**config.mk**
```make
export PLATFORM = sky130hd
export DESIGN_NAME = conv_window_ctrl
export DESIGN_NICKNAME = d
export VERILOG_FILES = /design/src/rtl/conv_window_ctrl.sv
export SDC_FILE = /design/constraint.sdc
export NUM_CORES = 1
export LEC_CHECK = 0
export ABC_CLOCK_PERIOD_IN_PS = 4410
export BUFFER_PORTS_ARGS = -buffer_cell sky130_fd_sc_hd__buf_2
export CAP_MARGIN = 20
export CORE_ASPECT_RATIO = 1.25
export CORE_UTILIZATION = 40
export CTS_CLUSTER_DIAMETER = 200
export DETAILED_ROUTE_END_ITERATION = 8
export PLACE_DENSITY = 0.65
export SLEW_MARGIN = 20
export SYNTH_ARGS = -nofsm -noshare
export SYNTH_HDL_FRONTEND = slang
export SYNTH_SLANG_ARGS = --single-unit
```
**constraint.sdc**
```tcl
create_clock -name i_clk -period 4.41 [get_ports i_clk]
set_input_delay 0 -clock i_clk [delete_from_list [all_inputs] [get_ports i_clk]]
set_output_delay 0 -clock i_clk [all_outputs]
set_load 0.01 [all_outputs]
```
**src/rtl/conv_window_ctrl.sv**
```systemverilog
// conv_window_ctrl: write/read address sequencer for a KERNELxKERNEL
// convolution line buffer held in a circular BRAM. Accepts one raster frame
// per i_start, writes every pixel and issues the read addresses of each
// complete window one cycle after its newest pixel was written.
module conv_window_ctrl #(
  parameter int ADDR_WIDTH = 6,
  parameter int RAM_WIDTH  = 8,
  parameter int KERNEL     = 3,
  parameter int IMG_WIDTH  = 9,
  parameter int IMG_HEIGHT = 9,
  parameter int RAM_DEPTH  = 21
) (
  input  logic                                 i_clk,
  input  logic                                 i_rst,
  input  logic                                 i_start,
  input  logic                                 i_valid,
  output logic                                 o_ready,
  input  logic [RAM_WIDTH-1:0]                 i_data,
  output logic                                 o_wr_en,
  output logic [ADDR_WIDTH-1:0]                o_w_addrs,
  output logic [RAM_WIDTH-1:0]                 o_wr_data,
  output logic [ADDR_WIDTH*KERNEL*KERNEL-1:0]  o_r_addrs,
  output logic                                 o_win_valid,
  output logic [7:0]                           o_win_row,
  output logic [7:0]                           o_win_col,
  output logic                                 o_done
);

  localparam int                    NPORT    = KERNEL * KERNEL;
  localparam logic [ADDR_WIDTH-1:0] WP_LAST  = ADDR_WIDTH'(RAM_DEPTH - 1);
  localparam logic [ADDR_WIDTH:0]   DEPTH_X  = (ADDR_WIDTH + 1)'(RAM_DEPTH);
  localparam logic [7:0]            K_M1     = 8'(KERNEL - 1);
  localparam logic [7:0]            COL_LAST = 8'(IMG_WIDTH - 1);
  localparam logic [7:0]            ROW_LAST = 8'(IMG_HEIGHT - 1);

  typedef enum logic [2:0] {
    IDLE  = 3'd0,
    FILL  = 3'd1,
    RUN   = 3'd2,
    DRAIN = 3'd3,
    DONE  = 3'd4
  } state_t;

  state_t                          state;
  state_t                          state_next;
  logic                            drain_cnt;
  logic [ADDR_WIDTH-1:0]           wp;
  logic [7:0]                      col;
  logic [7:0]                      row;
  logic                            acc;
  logic                            hit;
  logic                            win_pend;
  logic [7:0]                      pend_row;
  logic [7:0]                      pend_col;
  logic [ADDR_WIDTH*NPORT-1:0]     r_addrs_next;

  // Distance (in pixels) from the newest window pixel back to tap (r,c).
  function automatic logic [ADDR_WIDTH-1:0] tap_offset(input int r, input int c);
    return ADDR_WIDTH'((KERNEL - 1 - r) * IMG_WIDTH + (KERNEL - 1 - c));
  endfunction

  // Circular-buffer subtraction without a modulo operator.
  function automatic logic [ADDR_WIDTH-1:0] wrap_sub(input logic [ADDR_WIDTH-1:0] wa,
                                                     input logic [ADDR_WIDTH-1:0] off);
    logic [ADDR_WIDTH:0] ext;
    if (wa >= off) begin
      ext = {1'b0, wa} - {1'b0, off};
    end else begin
      ext = {1'b0, wa} + DEPTH_X - {1'b0, off};
    end
    return ext[ADDR_WIDTH-1:0];
  endfunction

  assign acc       = i_valid & o_ready;
  assign hit       = acc && (row >= K_M1) && (col >= K_M1);
  assign o_wr_en   = acc;
  assign o_wr_data = i_data;
  assign o_w_addrs = wp;

  // Next-state decode and the ready handshake for each phase of the frame.
  always_comb begin
    state_next = state;
    o_ready    = 1'b0;
    case (state)
      IDLE: begin
        o_ready = 1'b0;
        if (i_start) state_next = FILL;
        else         state_next = IDLE;
      end
      FILL: begin
        o_ready = 1'b1;
        if (i_valid && (row == K_M1) && (col == K_M1)) state_next = RUN;
        else                                           state_next = FILL;
      end
      RUN: begin
        o_ready = 1'b1;
        if (i_valid && (row == ROW_LAST) && (col == COL_LAST)) state_next = DRAIN;
        else                                                   state_next = RUN;
      end
      DRAIN: begin
        o_ready = 1'b0;
        if (drain_cnt) state_next = DONE;
        else           state_next = DRAIN;
      end
      DONE: begin
        o_ready    = 1'b0;
        state_next = IDLE;
      end
      default: begin
        o_ready    = 1'b0;
        state_next = IDLE;
      end
    endcase
  end

  // State register, two-cycle drain timer and the registered done pulse.
  always_ff @(posedge i_clk) begin
    if (i_rst) begin
      state     <= IDLE;
      drain_cnt <= 1'b0;
      o_done    <= 1'b0;
    end else begin
      state     <= state_next;
      drain_cnt <= (state == DRAIN) ? ~drain_cnt : 1'b0;
      o_done    <= (state_next == DONE);
    end
  end

  // Write pointer and raster position of the next pixel; cleared at frame end.
  always_ff @(posedge i_clk) begin
    if (i_rst || (state == DONE)) begin
      wp  <= {ADDR_WIDTH{1'b0}};
      col <= 8'd0;
      row <= 8'd0;
    end else if (acc) begin
      wp <= (wp == WP_LAST) ? {ADDR_WIDTH{1'b0}} : wp + {{(ADDR_WIDTH-1){1'b0}}, 1'b1};
      if (col == COL_LAST) begin
        col <= 8'd0;
        row <= row + 8'd1;
      end else begin
        col <= col + 8'd1;
      end
    end else begin
      wp  <= wp;
      col <= col;
      row <= row;
    end
  end

  // Read address of every tap, port 0 = oldest (top-left), last = newest.
  always_comb begin
    r_addrs_next = {(ADDR_WIDTH*NPORT){1'b0}};
    for (int r = 0; r < KERNEL; r++) begin
      for (int c = 0; c < KERNEL; c++) begin
        r_addrs_next[(r*KERNEL+c)*ADDR_WIDTH +: ADDR_WIDTH] = wrap_sub(wp, tap_offset(r, c));
      end
    end
  end

  // Window pipeline: addresses one cycle after the write, valid one cycle later
  // to match the BRAM read latency. Reset drops anything in flight.
  always_ff @(posedge i_clk) begin
    if (i_rst) begin
      win_pend    <= 1'b0;
      pend_row    <= 8'd0;
      pend_col    <= 8'd0;
      o_r_addrs   <= {(ADDR_WIDTH*NPORT){1'b0}};
      o_win_valid <= 1'b0;
      o_win_row   <= 8'd0;
      o_win_col   <= 8'd0;
    end else begin
      win_pend    <= hit;
      o_win_valid <= win_pend;
      if (hit) begin
        o_r_addrs <= r_addrs_next;
        pend_row  <= row - K_M1;
        pend_col  <= col - K_M1;
      end else begin
        o_r_addrs <= o_r_addrs;
        pend_row  <= pend_row;
        pend_col  <= pend_col;
      end
      if (win_pend) begin
        o_win_row <= pend_row;
        o_win_col <= pend_col;
      end else begin
        o_win_row <= o_win_row;
        o_win_col <= o_win_col;
      end
    end
  end

endmodule
```
==> results_dict.tcl <==
set metrics [dict create \
    startpoint_type "flop" \
    outcome "completed" \
    ir_worst_vdd_uv 194 \
    cts_setup_buffers 0 \
    place_inst 987 \
    rr_worst_depth 12 \
    period_share_pct 82.4 \
    cts_buffer_depth 2 \
    avgSynthCellArea_sq_um 8.58 \
    num_rows 51 \
    max_freq_ghz 0.275 \
    drt_iter0_markers 294 \
    detail-route-antenna-nets 0 \
    grt_pass1_wl_mm 27.3 \
    syn_nets 784 \
    p_int_mw 2.12 \
    p_per_area_nw_per_um2 359 \
    switching_power_uw 566 \
    max_cap_violations 0 \
    final_cells 1019 \
    worst_slew_pin_slew_ns 1.07 \
    slew_violations 0 \
    num_vias 5444 \
    fin_nets 836 \
    seq_power_share_pct 39.0 \
    crit_path_end_kind "flop" \
    worst_clock_skew_ns 0.0109 \
    final_cell_area_sq_um 7480 \
    grt_max_degree 66 \
    grt_pass1_vias 5255 \
    tns_ns 0 \
    clk_latency_ns 0.42 \
    num-fill-cells 1574 \
    wl_mm 16.8 \
    area_growth_syn_to_layout_pct 17.3 \
    worstPathMaxFanout 13 \
    fp.dieArea_sq_um 16400 \
    gp_congestion 0.909 \
    die_h_microns 143 \
    wl_per_cell_microns 16.5 \
    p_leak_nw 3.03 \
    swShare_pct 21.1 \
    ys_ff_latch 115 \
    syn-cell-area_sq_um 6370 \
    finalWorstPathRequiredPeriod_ns 3.64 \
    layout-drive-gt1-share_pct 20.7 \
    placed_area_sq_um 6820 \
    yosysSeqAreaShare_pct 36.1 \
    overflow 0 \
    drt-vias-per-instance 5.34 \
    dieWidth_microns 115 \
    layout_common_cells "dfxtp_1, nor2_1, buf_2, nand2_1, a21oi_1" \
    drc 0 \
    io_buffers 83 \
    slew_headroom_pct 28.8 \
    syn_inst 743 \
    fin_total_pwr_mw 2.68 \
    pwr-share-comb_pct 3.8 \
    dp_hpwl_mm 11.5 \
    clkSinkCount 115 \
    async_flop_share_pct 0 \
    synth_edf_count 0 \
    yosysWarnings 0 \
    path_class "flop to flop" \
    setup-violations-final 0 \
    ys_types 61 \
    final_common_cell "dfxtp_1" \
    io_pins 100 \
    synth-main-ff-cell "dfxtp_1" \
    hold_viol_final 0 \
    start_util_pct 40.9 \
    cp.arrival_ns 3.94 \
    core_area_sq_um 15600 \
    clkPwrFrac_pct 57.2 \
    dr.pass1.iters 4 \
    tritoncts "yes" \
    path_clk_slew_ns 0.06 \
    htree_levels 4 \
    track_usage_pct 21.4 \
    cts_buffers 17 \
    grt_setup_unrepaired "false" \
    root_buffer "clkbuf_16" \
    holdCritPathClass "primary input to output port" \
    diodes 0 \
    whs_path_depth 0 \
    antenna_found_initial 0 \
    required_ns 4.72 \
]
final cells by class:
class,instances,area (sq um),area share (%)
sequential,115,2300,30.8
tap,212,265,3.55
multi-input combinational,534,3600,48.1
clock buffer,22,474,6.34
timing repair buffer,103,571,7.63
inverter,24,90.1,1.21
clock inverter,9,176,2.36
worst paths after layout:
path	from	end	slack, ns
setup / recovery	o_w_addrs[2]$_SDFFE_PP0P_	o_r_addrs[16]$_SDFFE_PP0P_	0.77
hold / removal	i_data[4]	o_wr_data[4]	0.000004
setup reg to reg	o_w_addrs[2]$_SDFFE_PP0P_	o_r_addrs[16]$_SDFFE_PP0P_	0.77
hold reg to reg	o_r_addrs[25]$_SDFFE_PP0P_	o_r_addrs[25]$_SDFFE_PP0P_	0.45
kinds of logic (layout without fill, tap and decap cells):
| kind of cell | Yosys count | in the layout | share of synthesized area (%) |
|---|---|---|---|
| AND/OR/NAND/NOR | 253 | 253 | 19.0 |
| AO/OA/AOI/OAI | 167 | 167 | 19.5 |
| flip-flops | 115 | 115 | 36.1 |
| buffers and inverters | 94 | 158 | 7.52 |
| XOR/XNOR | 58 | 58 | 7.97 |
| adder cells (fa/ha/maj) | 29 | 29 | 5.69 |
| multiplexers | 27 | 27 | 4.26 |
state kept, by name (all words and copies together) (netlist names):
register / flops
row: 8
o_win_valid: 1
state: 3
o_done: 1
o_r_addrs: 54
pend_col: 8
pend_row: 8
win_pend: 1
o_win_col: 8
o_win_row: 8
drain_cnt: 1
o_w_addrs: 6
col: 8
metal layers:
metal / vias up / GRT usage [%] / part of all wire, %
met5: - / 0 / 0
met4: 0 / 9.09 / 2.5
met3: 35 / 4.37 / 4.7
met2: 150 / 36.4 / 48
met1: 2561 / 26.1 / 45
li1: 2698 / - / -
through the flow:
step | utilization [%] | setup WS, ns | hold slack (ns)
final | 48.0 | 0.775 | 0.00000391
after global routing | 48.0 | 0.487 | 0.0000197
after CTS | 48.0 | 0.805 | 0.0000686
after detailed placement | 43.8 | 0.821 | 0.0000686
after global placement | 43.8 | 0.928 | 0.0000686
after floorplan | - | 1.12 | 0.0918
what timing repair did:
action                                 in CTS  in global routing
resized for setup                           0                  0
endpoints found under the hold margin      20                  0
hold buffers                                1                  0
power by group through the flow:
| stage | logic, mW | registers (mW) | clock network (mW) |
|---|---|---|---|
| after floorplan | 0.0786 | 1.07 | 0 |
| after global placement | 0.101 | 1.07 | 0 |
| after detailed placement | 0.101 | 1.07 | 0 |
| after CTS | 0.102 | 1.05 | 1.56 |
| after global routing | 0.111 | 1.05 | 1.60 |
| final | 0.103 | 1.05 | 1.53 |
cell usage after synthesis, drive strengths merged (6+ instances only):
master	instances	area [sq um]
dfxtp	115	2300
nor2	86	323
nand2	72	270
a21oi	52	260
xnor2	43	377
buf	39	272
a211oi	36	390
clkbuf	31	118
ha	29	363
mux2i	26	260
inv	21	78.8
o21ai	21	105
nand3	16	80.1
xor2	15	131
nor3	12	60.1
or4	11	90.1
or3	9	56.3
nand2b	8	50.1
o211ai	8	60.1
a311oi	7	73.8
nor2b	6	37.5
o31ai	6	45.0
worst max-delay path, stage by stage, from the launching register on:
cell and delay [ns]:
dfxtp_1 0.61, clkinv_1 0.41, ha_1 0.37, a21oi_1 0.18
buf_4 0.18, xnor2_1 0.35, inv_1 0.20, ha_1 0.30
nor2b_1 0.16, xnor2_1 0.17, mux2i_1 0.11, and4_1 0.23
a311o_1 0.26
Power figures use the tool's default switching activity.
